## src/rtl/video_tmds_encode_pkg.sv

```systemverilog
// Shared types, TMDS control tokens and helpers for the TMDS output stage.
package video_tmds_encode_pkg;

    localparam int unsigned COMP_W = 4;
    localparam int unsigned BYTE_W = 8;
    localparam int unsigned SYM_W  = 10;
    localparam int unsigned CNT_W  = 6;
    localparam int unsigned POP_W  = 4;

    // Blended pixel from the playfield stage: {R[11:8], G[7:4], B[3:0]}
    typedef struct packed {
        logic [COMP_W-1:0] r;
        logic [COMP_W-1:0] g;
        logic [COMP_W-1:0] b;
    } rgb_t;

    typedef logic [SYM_W-1:0] tmds_t;

    localparam tmds_t TMDS_CTRL_00 = 10'b1101010100;
    localparam tmds_t TMDS_CTRL_01 = 10'b0010101011;
    localparam tmds_t TMDS_CTRL_10 = 10'b0101010100;
    localparam tmds_t TMDS_CTRL_11 = 10'b1010101011;

    // Number of set bits in a byte (0..8)
    function automatic logic [POP_W-1:0] popcount8(input logic [BYTE_W-1:0] v);
        logic [POP_W-1:0] n;
        n = '0;
        for (int i = 0; i < int'(BYTE_W); i++) begin
            n = n + POP_W'(v[i]);
        end
        return n;
    endfunction

    // Control token for {C1,C0}
    function automatic tmds_t ctrl_token(input logic [1:0] c);
        tmds_t t;
        case (c)
            2'b01:   t = TMDS_CTRL_01;
            2'b10:   t = TMDS_CTRL_10;
            2'b11:   t = TMDS_CTRL_11;
            default: t = TMDS_CTRL_00;
        endcase
        return t;
    endfunction

endpackage

```

## src/rtl/video_tmds_encode_if.sv

```systemverilog
// Pixel/sync bus from the blend stage and TMDS symbol bus toward the serialiser.
interface video_tmds_encode_if;
    import video_tmds_encode_pkg::*;

    rgb_t  rgb_i;
    logic  hsync_i;
    logic  vsync_i;
    logic  dv_de_i;
    tmds_t tmds_r_o;
    tmds_t tmds_g_o;
    tmds_t tmds_b_o;
    logic  hsync_o;
    logic  vsync_o;
    logic  dv_de_o;

    modport master (
        output rgb_i, hsync_i, vsync_i, dv_de_i,
        input  tmds_r_o, tmds_g_o, tmds_b_o, hsync_o, vsync_o, dv_de_o
    );

    modport slave (
        input  rgb_i, hsync_i, vsync_i, dv_de_i,
        output tmds_r_o, tmds_g_o, tmds_b_o, hsync_o, vsync_o, dv_de_o
    );

endinterface

```

## src/rtl/video_tmds_encode_chan.sv

```systemverilog
// One TMDS channel: 4-bit expand, transition-minimise, DC-balance, control tokens.
module video_tmds_encode_chan
    import video_tmds_encode_pkg::*;
(
    input  logic              clk,
    input  logic              reset_n,
    input  logic [COMP_W-1:0] comp,
    input  logic [1:0]        ctrl,
    input  logic              de,
    output tmds_t             sym
);

    localparam logic signed [CNT_W-1:0] CNT_TWO   = 6'sd2;
    localparam logic signed [CNT_W-1:0] CNT_EIGHT = 6'sd8;
    localparam logic signed [CNT_W-1:0] CNT_ZERO  = 6'sd0;

    logic [BYTE_W-1:0] d;
    logic [POP_W-1:0]  n1d;
    logic              use_xnor;
    logic [BYTE_W:0]   qm_c;

    logic [BYTE_W:0]   qm_q;
    logic [POP_W-1:0]  n1q_q;
    logic              de_q;
    logic [1:0]        ctrl_q;

    logic signed [CNT_W-1:0] cnt_q;
    logic signed [CNT_W-1:0] cnt_d;
    logic signed [CNT_W-1:0] diff;
    tmds_t                   sym_d;
    logic                    q8;
    logic [BYTE_W-1:0]       q;

    // Stage-1 combinational: nibble expansion and XOR/XNOR transition coding
    always_comb begin
        d        = {comp, comp};
        n1d      = popcount8(d);
        use_xnor = (n1d > 4'd4) || ((n1d == 4'd4) && !d[0]);
        qm_c     = '0;
        qm_c[0]  = d[0];
        for (int i = 1; i < int'(BYTE_W); i++) begin
            qm_c[i] = use_xnor ? ~(qm_c[i-1] ^ d[i]) : (qm_c[i-1] ^ d[i]);
        end
        qm_c[BYTE_W] = ~use_xnor;
    end

    // Stage-1 registers: coded byte, its ones count, DE and control bits
    always_ff @(posedge clk or negedge reset_n) begin
        if (!reset_n) begin
            qm_q   <= '0;
            n1q_q  <= '0;
            de_q   <= 1'b0;
            ctrl_q <= 2'b00;
        end else begin
            qm_q   <= qm_c;
            n1q_q  <= popcount8(qm_c[BYTE_W-1:0]);
            de_q   <= de;
            ctrl_q <= ctrl;
        end
    end

    assign q8 = qm_q[BYTE_W];
    assign q  = qm_q[BYTE_W-1:0];

    // n1q - n0q = 2*n1q - 8, range -8..+8
    assign diff = $signed(CNT_W'({n1q_q, 1'b0})) - CNT_EIGHT;

    // Stage-2 combinational: DC balancing against the running disparity
    always_comb begin
        sym_d = ctrl_token(ctrl_q);
        cnt_d = CNT_ZERO;
        if (de_q) begin
            if ((cnt_q == CNT_ZERO) || (n1q_q == 4'd4)) begin
                sym_d = {~q8, q8, (q8 ? q : ~q)};
                cnt_d = q8 ? (cnt_q + diff) : (cnt_q - diff);
            end else if (((cnt_q > CNT_ZERO) && (n1q_q > 4'd4)) ||
                         ((cnt_q < CNT_ZERO) && (n1q_q < 4'd4))) begin
                sym_d = {1'b1, q8, ~q};
                cnt_d = cnt_q + (q8 ? CNT_TWO : CNT_ZERO) - diff;
            end else begin
                sym_d = {1'b0, q8, q};
                cnt_d = cnt_q - (q8 ? CNT_ZERO : CNT_TWO) + diff;
            end
        end
    end

    // Stage-2 registers: output symbol and running disparity
    always_ff @(posedge clk or negedge reset_n) begin
        if (!reset_n) begin
            sym   <= TMDS_CTRL_00;
            cnt_q <= CNT_ZERO;
        end else begin
            sym   <= sym_d;
            cnt_q <= cnt_d;
        end
    end

endmodule

```

## src/rtl/video_tmds_encode.sv

```systemverilog
// DVI TMDS output stage: three channel encoders plus matched sync/DE delay.
module video_tmds_encode
    import video_tmds_encode_pkg::*;
#(
    parameter bit SYNC_INVERT = 1'b0,
    parameter bit EN_DE_OUT   = 1'b1
) (
    input  logic                clk,
    input  logic                reset_n,
    video_tmds_encode_if.slave  bus
);

    logic       hsync_pol_c;
    logic       vsync_pol_c;
    logic [1:0] blue_ctrl_c;

    assign hsync_pol_c = bus.hsync_i ^ SYNC_INVERT;
    assign vsync_pol_c = bus.vsync_i ^ SYNC_INVERT;
    assign blue_ctrl_c = {vsync_pol_c, hsync_pol_c};

    video_tmds_encode_chan u_chan_r (
        .clk     (clk),
        .reset_n (reset_n),
        .comp    (bus.rgb_i.r),
        .ctrl    (2'b00),
        .de      (bus.dv_de_i),
        .sym     (bus.tmds_r_o)
    );

    video_tmds_encode_chan u_chan_g (
        .clk     (clk),
        .reset_n (reset_n),
        .comp    (bus.rgb_i.g),
        .ctrl    (2'b00),
        .de      (bus.dv_de_i),
        .sym     (bus.tmds_g_o)
    );

    video_tmds_encode_chan u_chan_b (
        .clk     (clk),
        .reset_n (reset_n),
        .comp    (bus.rgb_i.b),
        .ctrl    (blue_ctrl_c),
        .de      (bus.dv_de_i),
        .sym     (bus.tmds_b_o)
    );

    if (EN_DE_OUT) begin : g_sync_out
        logic [2:0] sync_s1;
        logic [2:0] sync_s2;

        // Two-deep delay of {vsync, hsync, de} to line up with the symbols
        always_ff @(posedge clk or negedge reset_n) begin
            if (!reset_n) begin
                sync_s1 <= '0;
                sync_s2 <= '0;
            end else begin
                sync_s1 <= {bus.vsync_i, bus.hsync_i, bus.dv_de_i};
                sync_s2 <= sync_s1;
            end
        end

        assign bus.vsync_o = sync_s2[2];
        assign bus.hsync_o = sync_s2[1];
        assign bus.dv_de_o = sync_s2[0];
    end else begin : g_sync_tie
        assign bus.vsync_o = 1'b0;
        assign bus.hsync_o = 1'b0;
        assign bus.dv_de_o = 1'b0;
    end

endmodule
```

## src/flat_wrapper.sv

```systemverilog
// flat-port wrapper written by rule: the top's interface ports become plain ports
module video_tmds_encode_flat import video_tmds_encode_pkg::*;
#(
    parameter bit SYNC_INVERT = 1'b0,
    parameter bit EN_DE_OUT   = 1'b1
)
  (clk, reset_n, bus_rgb_i, bus_hsync_i, bus_vsync_i, bus_dv_de_i, bus_tmds_r_o, bus_tmds_g_o, bus_tmds_b_o, bus_hsync_o, bus_vsync_o, bus_dv_de_o);
  video_tmds_encode_if bus_i ();
  input  logic clk;
  input  logic reset_n;
  input wire logic [$bits(bus_i.rgb_i)-1:0] bus_rgb_i;
  input wire logic [$bits(bus_i.hsync_i)-1:0] bus_hsync_i;
  input wire logic [$bits(bus_i.vsync_i)-1:0] bus_vsync_i;
  input wire logic [$bits(bus_i.dv_de_i)-1:0] bus_dv_de_i;
  output wire logic [$bits(bus_i.tmds_r_o)-1:0] bus_tmds_r_o;
  output wire logic [$bits(bus_i.tmds_g_o)-1:0] bus_tmds_g_o;
  output wire logic [$bits(bus_i.tmds_b_o)-1:0] bus_tmds_b_o;
  output wire logic [$bits(bus_i.hsync_o)-1:0] bus_hsync_o;
  output wire logic [$bits(bus_i.vsync_o)-1:0] bus_vsync_o;
  output wire logic [$bits(bus_i.dv_de_o)-1:0] bus_dv_de_o;
  assign bus_i.rgb_i = bus_rgb_i;
  assign bus_i.hsync_i = bus_hsync_i;
  assign bus_i.vsync_i = bus_vsync_i;
  assign bus_i.dv_de_i = bus_dv_de_i;
  assign bus_tmds_r_o = bus_i.tmds_r_o;
  assign bus_tmds_g_o = bus_i.tmds_g_o;
  assign bus_tmds_b_o = bus_i.tmds_b_o;
  assign bus_hsync_o = bus_i.hsync_o;
  assign bus_vsync_o = bus_i.vsync_o;
  assign bus_dv_de_o = bus_i.dv_de_o;
  video_tmds_encode #(.SYNC_INVERT(SYNC_INVERT), .EN_DE_OUT(EN_DE_OUT)) u_core (.clk(clk), .reset_n(reset_n), .bus(bus_i));
endmodule
```

## config.mk

```make
export PLATFORM = sky130hd
export DESIGN_NAME = video_tmds_encode_flat
export DESIGN_NICKNAME = d
export VERILOG_FILES = /design/src/rtl/video_tmds_encode_pkg.sv /design/src/rtl/video_tmds_encode_if.sv /design/src/rtl/video_tmds_encode_chan.sv /design/src/rtl/video_tmds_encode.sv /design/src/flat_wrapper.sv
export SDC_FILE = /design/constraint.sdc
export NUM_CORES = 1
export LEC_CHECK = 0
export ABC_AREA = 1
export CORE_MARGIN = 8
export CORE_UTILIZATION = 31
export DETAILED_ROUTE_END_ITERATION = 7
export PLACE_DENSITY = 0.48
export SETUP_SLACK_MARGIN = 0.15
export SLEW_MARGIN = 20
export SYNTH_ARGS = -nofsm -noshare
export SYNTH_HDL_FRONTEND = slang
export SYNTH_SLANG_ARGS = --single-unit
```

## constraint.sdc

```tcl
create_clock -name clk -period 7.1 [get_ports clk]
set_input_delay 2.13 -clock clk [delete_from_list [all_inputs] [get_ports clk]]
set_output_delay 2.13 -clock clk [all_outputs]
set_load 0.03 [all_outputs]
```

==> flow_metrics.env, run 1 <==
export IMPL_status="completed"
export IMPL_cts_sinks=90
export IMPL_path_class="input pin to register"
export IMPL_synth_fa_ha_area_share_pct=24.1
export IMPL_synthSimpleGateAreaFrac_pct=18.5
export IMPL_tns_ps=0
export IMPL_r2r_end="u_core.u_chan_b.cnt_q[5]$_DFF_PN0_"
export IMPL_yosys_cell_types_count=27
export IMPL_report_final_slew_viol_count=0
export IMPL_cap_violations=0
export IMPL_cts_resized=0
export IMPL_routed_wl_um=14600
export IMPL_fillers=2254
export IMPL_synth_compound_area_share_pct=6.06
export IMPL_finalCoreUtilization_pct=36.5
export IMPL_timing_final_crit_share_pct=90.9
export IMPL_critPathMaxFanout=4
export IMPL_finalHoldViolations=0
export IMPL_cts_setup_buffers=0
export IMPL_first_global_vias=5062
export IMPL_reg2reg_from="u_core.u_chan_b.qm_q[8]$_DFF_PN0_"
export IMPL_crit_path_end="u_core.u_chan_b.n1q_q[2]$_DFF_PN0_"
export IMPL_drive_gt1_share_pct=6.13
export IMPL_ys_seq_area_share_pct=33.9
export IMPL_worst_skew_pair_late_latency_ps=340
export IMPL_synth_area_sq_um=6710
export IMPL_insertedDiodeCount=0
export IMPL_grt_overflow=0
export IMPL_wl_per_cell_um=12.6
export IMPL_htree_levels=3
export IMPL_cts_made_buffers=9
export IMPL_yosysWarnings=0
export IMPL_synth_top_family_by_area="adder cells"
export IMPL_area_growth_pct=17.4
export IMPL_cts_tree="yes"
export IMPL_core_sq_um=21600
export IMPL_gp_congestion=0.771
export IMPL_synthCells=814
export IMPL_min_path_type="register to register"
export IMPL_min_period_ps=6460
export IMPL_hold_worst_slack_ps=485
export IMPL_multiInputGateArea_sq_um=3720
export IMPL_finalSetupViolations=0
export IMPL_hold_depth=2
export IMPL_die_w_um=163
export IMPL_grt_max_degree=78
export IMPL_syn_avg_cell_area_sq_um=8.24
export IMPL_vias_per_cell=4.29
export IMPL_worstRegToRegCells=12
export IMPL_ys_seq_elements=90
export IMPL_ios=50
export IMPL_dr_pass1_iters=4
export IMPL_ant_nets=0
export IMPL_synth_area_mux_share_pct=0
export IMPL_crit_path_end_kind="register"
export IMPL_drc=0
export IMPL_grt_pass1_wl_um=24900
export IMPL_die_y_um=163
export IMPL_rsz0062_at_grt="false"
export IMPL_dpl_hpwl_um=11600
export IMPL_clk_pin_slew_worst_paths_ps=70
export IMPL_start_kind="input pin"
export IMPL_synthXorXnorAreaFrac_pct=6.79
export IMPL_regToRegSetupSlack_ps=4410
export IMPL_startpoint="bus_rgb_i[0]"
export IMPL_drtIter0Drc=190
export IMPL_hold_buffers=0
export IMPL_cts_max_path_buffers=2
export IMPL_antenna_found_initial=0
export IMPL_rows=54
export IMPL_required_ps=7320
export IMPL_seqCellArea_sq_um=2270
export IMPL_clockRootBuffer="clkbuf_16"
export IMPL_port_buffers=49
export IMPL_start_util_pct=31.1
export IMPL_grt_util_all_layers_pct=11.6
export IMPL_dieArea_sq_um=26600
export IMPL_max_freq_ghz=0.155
export IMPL_fin_skew_ps=6.88
export IMPL_worst_pin_slew_ps=725
export IMPL_via_count=4980
export IMPL_nets=1005
export IMPL_cp_arrival_ps=6680
export IMPL_synthesis_nets=943
export IMPL_max_slew_margin_rel_pct=51.6
==> cell usage after synthesis <==
| cell type | count | area, sq um |
|---|---|---|
| a21oi_4 | 1 | 16.3 |
| nand3_2 | 1 | 10.0 |
| a31oi_1 | 1 | 6.26 |
| clkbuf_1 | 4 | 15.0 |
| or2_4 | 1 | 8.76 |
| or2_2 | 4 | 25.0 |
| a21oi_1 | 31 | 155 |
| dfstp_2 | 15 | 394 |
| nand2_2 | 5 | 31.3 |
| nand3_1 | 62 | 310 |
| dfrtp_1 | 75 | 1880 |
| nand3b_1 | 1 | 7.51 |
| ha_1 | 83 | 1040 |
| fa_1 | 29 | 581 |
| nor3_1 | 1 | 5.00 |
| inv_2 | 3 | 11.3 |
| o21ai_0 | 38 | 190 |
| xor2_1 | 29 | 254 |
| a21boi_0 | 2 | 15.0 |
| nor2_1 | 52 | 195 |
| xnor2_1 | 23 | 201 |
| nand4_1 | 3 | 18.8 |
| nand2_1 | 162 | 608 |
| o31ai_1 | 2 | 15.0 |
| nand2_4 | 2 | 22.5 |
| o21ai_2 | 1 | 8.76 |
| inv_1 | 183 | 687 |
==> cell type report <==
| type | count | area share [%] |
|---|---|---|
| clock buffers | 11 | 2.96 |
| well taps | 280 | 4.45 |
| inverters | 186 | 8.87 |
| multi-input cells | 534 | 47.3 |
| flip-flops and latches | 90 | 28.8 |
| clock inverters | 5 | 0.779 |
| repair buffers | 55 | 6.82 |
==> cell families after synthesis <==
kind of cell             Yosys count
flip-flops                        90
XOR/XNOR                          52
adder cells (fa/ha/maj)          112
AND/OR/NAND/NOR                  294
buffers and inverters            190
AO/OA/AOI/OAI                     76
==> stage by stage <==
| step | setup WS, ps | instance area [sq um] | std cells |
|---|---|---|---|
| 2_1_floorplan | 973 | 6710 | 814 |
| 3_3_place_gp | 324 | 7580 | 1145 |
| 3_5_place_dp | 262 | 7580 | 1145 |
| 4_1_cts | 620 | 7870 | 1161 |
| 5_1_grt | 337 | 7870 | 1161 |
| 6_report | 645 | 7870 | 1161 |
==> layout by cell type, fill, tap and decap left out, types with 2 or more instances in the layout <==
master,n
clkbuf_1,2
o21ai_0,38
inv_1,183
or2_2,4
inv_6,2
o31ai_1,2
clkdlybuf4s50_1,48
ha_1,83
nand2_4,2
nand2_1,162
nor2_1,52
a21oi_1,31
xor2_1,29
fa_1,29
nand4_1,3
dfrtp_1,75
inv_2,3
nand2_2,5
xnor2_1,23
a21boi_0,2
clkbuf_16,9
nand3_1,62
buf_4,6
dfstp_2,15
==> worst max-delay path, stage by stage <==
cell             delay, ps
clkdlybuf4s50_1        550
inv_2                   90
fa_1                   560
inv_1                   80
ha_1                   330
or2_4                  280
a21oi_4                180
xor2_1                 250
fa_1                   470
fa_1                   510
inv_1                   50
fa_1                   480
ha_1                   160
inv_1                   50
fa_1                   370
xnor2_1                140
==> state kept, by name (all words and copies together) (netlist names) <==
name	count
u_core.g_sync_out.sync_s2	3
u_core.u_chan_g.cnt_q	5
u_core.u_chan_b.cnt_q	5
u_core.u_chan_r.cnt_q	5
u_core.u_chan_g.sym	10
u_core.u_chan_r.n1q_q	4
u_core.g_sync_out.sync_s1	3
u_core.u_chan_r.sym	10
u_core.u_chan_r.qm_q	9
u_core.u_chan_b.sym	10
u_core.u_chan_g.n1q_q	4
u_core.u_chan_b.qm_q	9
u_core.u_chan_g.qm_q	9
u_core.u_chan_b.n1q_q	4
==> per-layer routing <==
| metal | global-route usage, % | wire length, um |
|---|---|---|
| met5 | 0 | 0 |
| met4 | 3.29 | 204 |
| met3 | 2.55 | 485 |
| met2 | 19.6 | 7110 |
| met1 | 14.6 | 6850 |
==> how the worst min path moves through the flow <==
| stage | startpoint | endpoint | slack [ps] |
|---|---|---|---|
| detailed placement | u_core.u_chan_g.qm_q[6]$_DFF_PN0_ | u_core.u_chan_g.sym[6]$_DFF_PN1_ | 470 |
| global placement | u_core.u_chan_g.qm_q[4]$_DFF_PN0_ | u_core.u_chan_g.sym[4]$_DFF_PN1_ | 460 |
| CTS | u_core.u_chan_g.qm_q[4]$_DFF_PN0_ | u_core.u_chan_g.sym[4]$_DFF_PN1_ | 490 |
| global route | u_core.u_chan_g.qm_q[4]$_DFF_PN0_ | u_core.u_chan_g.sym[4]$_DFF_PN1_ | 510 |
| floorplan | u_core.g_sync_out.sync_s1[2]$_DFF_PN0_ | u_core.g_sync_out.sync_s2[2]$_DFF_PN0_ | 400 |
| finish | u_core.u_chan_g.qm_q[4]$_DFF_PN0_ | u_core.u_chan_g.sym[4]$_DFF_PN1_ | 480 |
Power of run 1 is left out: the tool's default activity adds up to more than one toggle a clock period on the data nets, which glitch-free logic cannot reach.
==> run 2, diff against run 1 <==
--- a/config.mk
+++ b/config.mk
@@ -7,10 +7,11 @@
 export LEC_CHECK = 0
 export ABC_AREA = 1
 export CORE_MARGIN = 8
-export CORE_UTILIZATION = 31
+export CORE_UTILIZATION = 55
 export DETAILED_ROUTE_END_ITERATION = 7
-export PLACE_DENSITY = 0.48
+export PLACE_DENSITY = 0.76
 export SETUP_SLACK_MARGIN = 0.15
+export SKIP_CTS_REPAIR_TIMING = 1
 export SLEW_MARGIN = 20
 export SYNTH_ARGS = -nofsm -noshare
 export SYNTH_HDL_FRONTEND = slang
==> flow_metrics.env, run 2 (synthesized netlist as in run 1, its figures left out) <==
export IMPL_status="completed"
export IMPL_grt_overflow=0
export IMPL_port_buffers=49
export IMPL_worstRegToRegCells=12
export IMPL_max_freq_ghz=0.154
export IMPL_cts_max_path_buffers=2
export IMPL_die_y_um=126
export IMPL_grt_util_all_layers_pct=18.0
export IMPL_required_ps=7330
export IMPL_die_w_um=126
export IMPL_cts_sinks=90
export IMPL_dr_pass1_iters=4
export IMPL_vias_per_cell=4.93
export IMPL_clk_pin_slew_worst_paths_ps=60
export IMPL_insertedDiodeCount=0
export IMPL_via_count=5065
export IMPL_wl_per_cell_um=13.2
export IMPL_ios=50
export IMPL_finalHoldViolations=0
export IMPL_clockRootBuffer="clkbuf_16"
export IMPL_max_slew_margin_rel_pct=57.5
export IMPL_final_cell_mix="inv_1, nand2_1, ha_1, dfrtp_1, nand3_1"
export IMPL_crit_path_end_kind="register"
export IMPL_path_class="input pin to register"
export IMPL_crit_path_end="u_core.u_chan_b.n1q_q[2]$_DFF_PN0_"
export IMPL_area_growth_pct=14.9
export IMPL_drive_gt1_share_pct=6.14
export IMPL_grt_pass1_wl_um=23300
export IMPL_grt_max_degree=51
export IMPL_gp_congestion=0.849
export IMPL_routed_wl_um=13500
export IMPL_critPathMaxFanout=7
export IMPL_dieArea_sq_um=16000
export IMPL_report_final_slew_viol_count=0
export IMPL_layout_commonest_cell="inv_1"
export IMPL_cts_made_buffers=9
export IMPL_multiInputGateArea_sq_um=3720
export IMPL_antenna_found_initial=0
export IMPL_min_path_type="register to register"
export IMPL_rows=40
export IMPL_rsz0062_at_grt="false"
export IMPL_reg_top3="u_core.u_chan_b.sym: 10 flops, u_core.u_chan_g.sym: 10 flops, u_core.u_chan_r.sym: 10 flops"
export IMPL_nets=1004
export IMPL_drc=0
export IMPL_cp_arrival_ps=6740
export IMPL_cts_tree="yes"
export IMPL_fillers=996
export IMPL_r2r_end="u_core.u_chan_g.cnt_q[5]$_DFF_PN0_"
export IMPL_finalSetupViolations=0
export IMPL_ant_nets=0
export IMPL_worst_skew_pair_late_latency_ps=350
export IMPL_worst_pin_slew_ps=631
export IMPL_reg2reg_from="u_core.u_chan_g.qm_q[8]$_DFF_PN0_"
export IMPL_start_kind="input pin"
export IMPL_cap_violations=0
export IMPL_min_from="u_core.g_sync_out.sync_s1[1]$_DFF_PN0_"
export IMPL_start_util_pct=56.1
export IMPL_seqCellArea_sq_um=2270
export IMPL_drtIter0Drc=402
export IMPL_min_period_ps=6510
export IMPL_htree_levels=3
export IMPL_timing_final_crit_share_pct=91.7
export IMPL_startpoint="bus_rgb_i[2]"
export IMPL_core_sq_um=12000
export IMPL_dpl_hpwl_um=10600
export IMPL_first_global_vias=5056
export IMPL_fin_skew_ps=5.01
export IMPL_tns_ps=0
export IMPL_regToRegSetupSlack_ps=4400
==> run 2: critical path: stages <==
cell             delay (ps)
clkdlybuf4s50_1         520
inv_1                   100
fa_1                    510
inv_1                    80
ha_1                    330
or2_4                   270
a21oi_4                 260
xor2_1                  290
fa_1                    490
fa_1                    510
inv_1                    50
fa_1                    480
ha_1                    160
inv_1                    50
fa_1                    370
xnor2_1                 130
==> run 2: metal layers <==
layer  part of all wire (%)  wire, um  GRT usage [%]  vias up
met2                     50      6710           30.9       79
met1                     44      6020           21.9     2361
li1                       -         -              -     2610
met4                    1.3       171           5.24        0
met5                      0         0              0        -
met3                    4.6       618           4.19       15
==> run 2: area by class of cell <==
| class | count | area share [%] |
|---|---|---|
| sequential | 90 | 29.5 |
| tap | 147 | 2.39 |
| timing repair buffer | 54 | 6.82 |
| clock buffer | 11 | 3.15 |
| clock inverter | 5 | 0.779 |
| multi-input combinational | 534 | 48.3 |
| inverter | 186 | 9.06 |
==> run 2: how the worst min path moves through the flow <==
| stage | to | slack, ps | cells past startpoint |
|---|---|---|---|
| floorplan | u_core.g_sync_out.sync_s2[2]$_DFF_PN0_ | 400 | 0 |
| global placement | u_core.g_sync_out.sync_s2[1]$_DFF_PN0_ | 450 | 0 |
| detailed placement | u_core.g_sync_out.sync_s2[1]$_DFF_PN0_ | 450 | 0 |
| CTS | u_core.g_sync_out.sync_s2[1]$_DFF_PN0_ | 470 | 0 |
| global route | u_core.g_sync_out.sync_s2[1]$_DFF_PN0_ | 500 | 0 |
| finish | u_core.g_sync_out.sync_s2[1]$_DFF_PN0_ | 460 | 0 |
==> run 2: through the flow <==
step | instances | hold slack, ps | utilization, % | setup WS (ps) | area [sq um]
2_1_floorplan | 814 | 401 | - | 973 | 6710
3_3_place_gp | 1011 | 448 | 61.9 | 339 | 7400
3_5_place_dp | 1011 | 451 | 61.9 | 238 | 7400
4_1_cts | 1027 | 465 | 64.4 | 601 | 7700
5_1_grt | 1027 | 498 | 64.4 | 390 | 7700
6_report | 1027 | 460 | 64.4 | 592 | 7700
Power of run 2 is left out for the same reason.
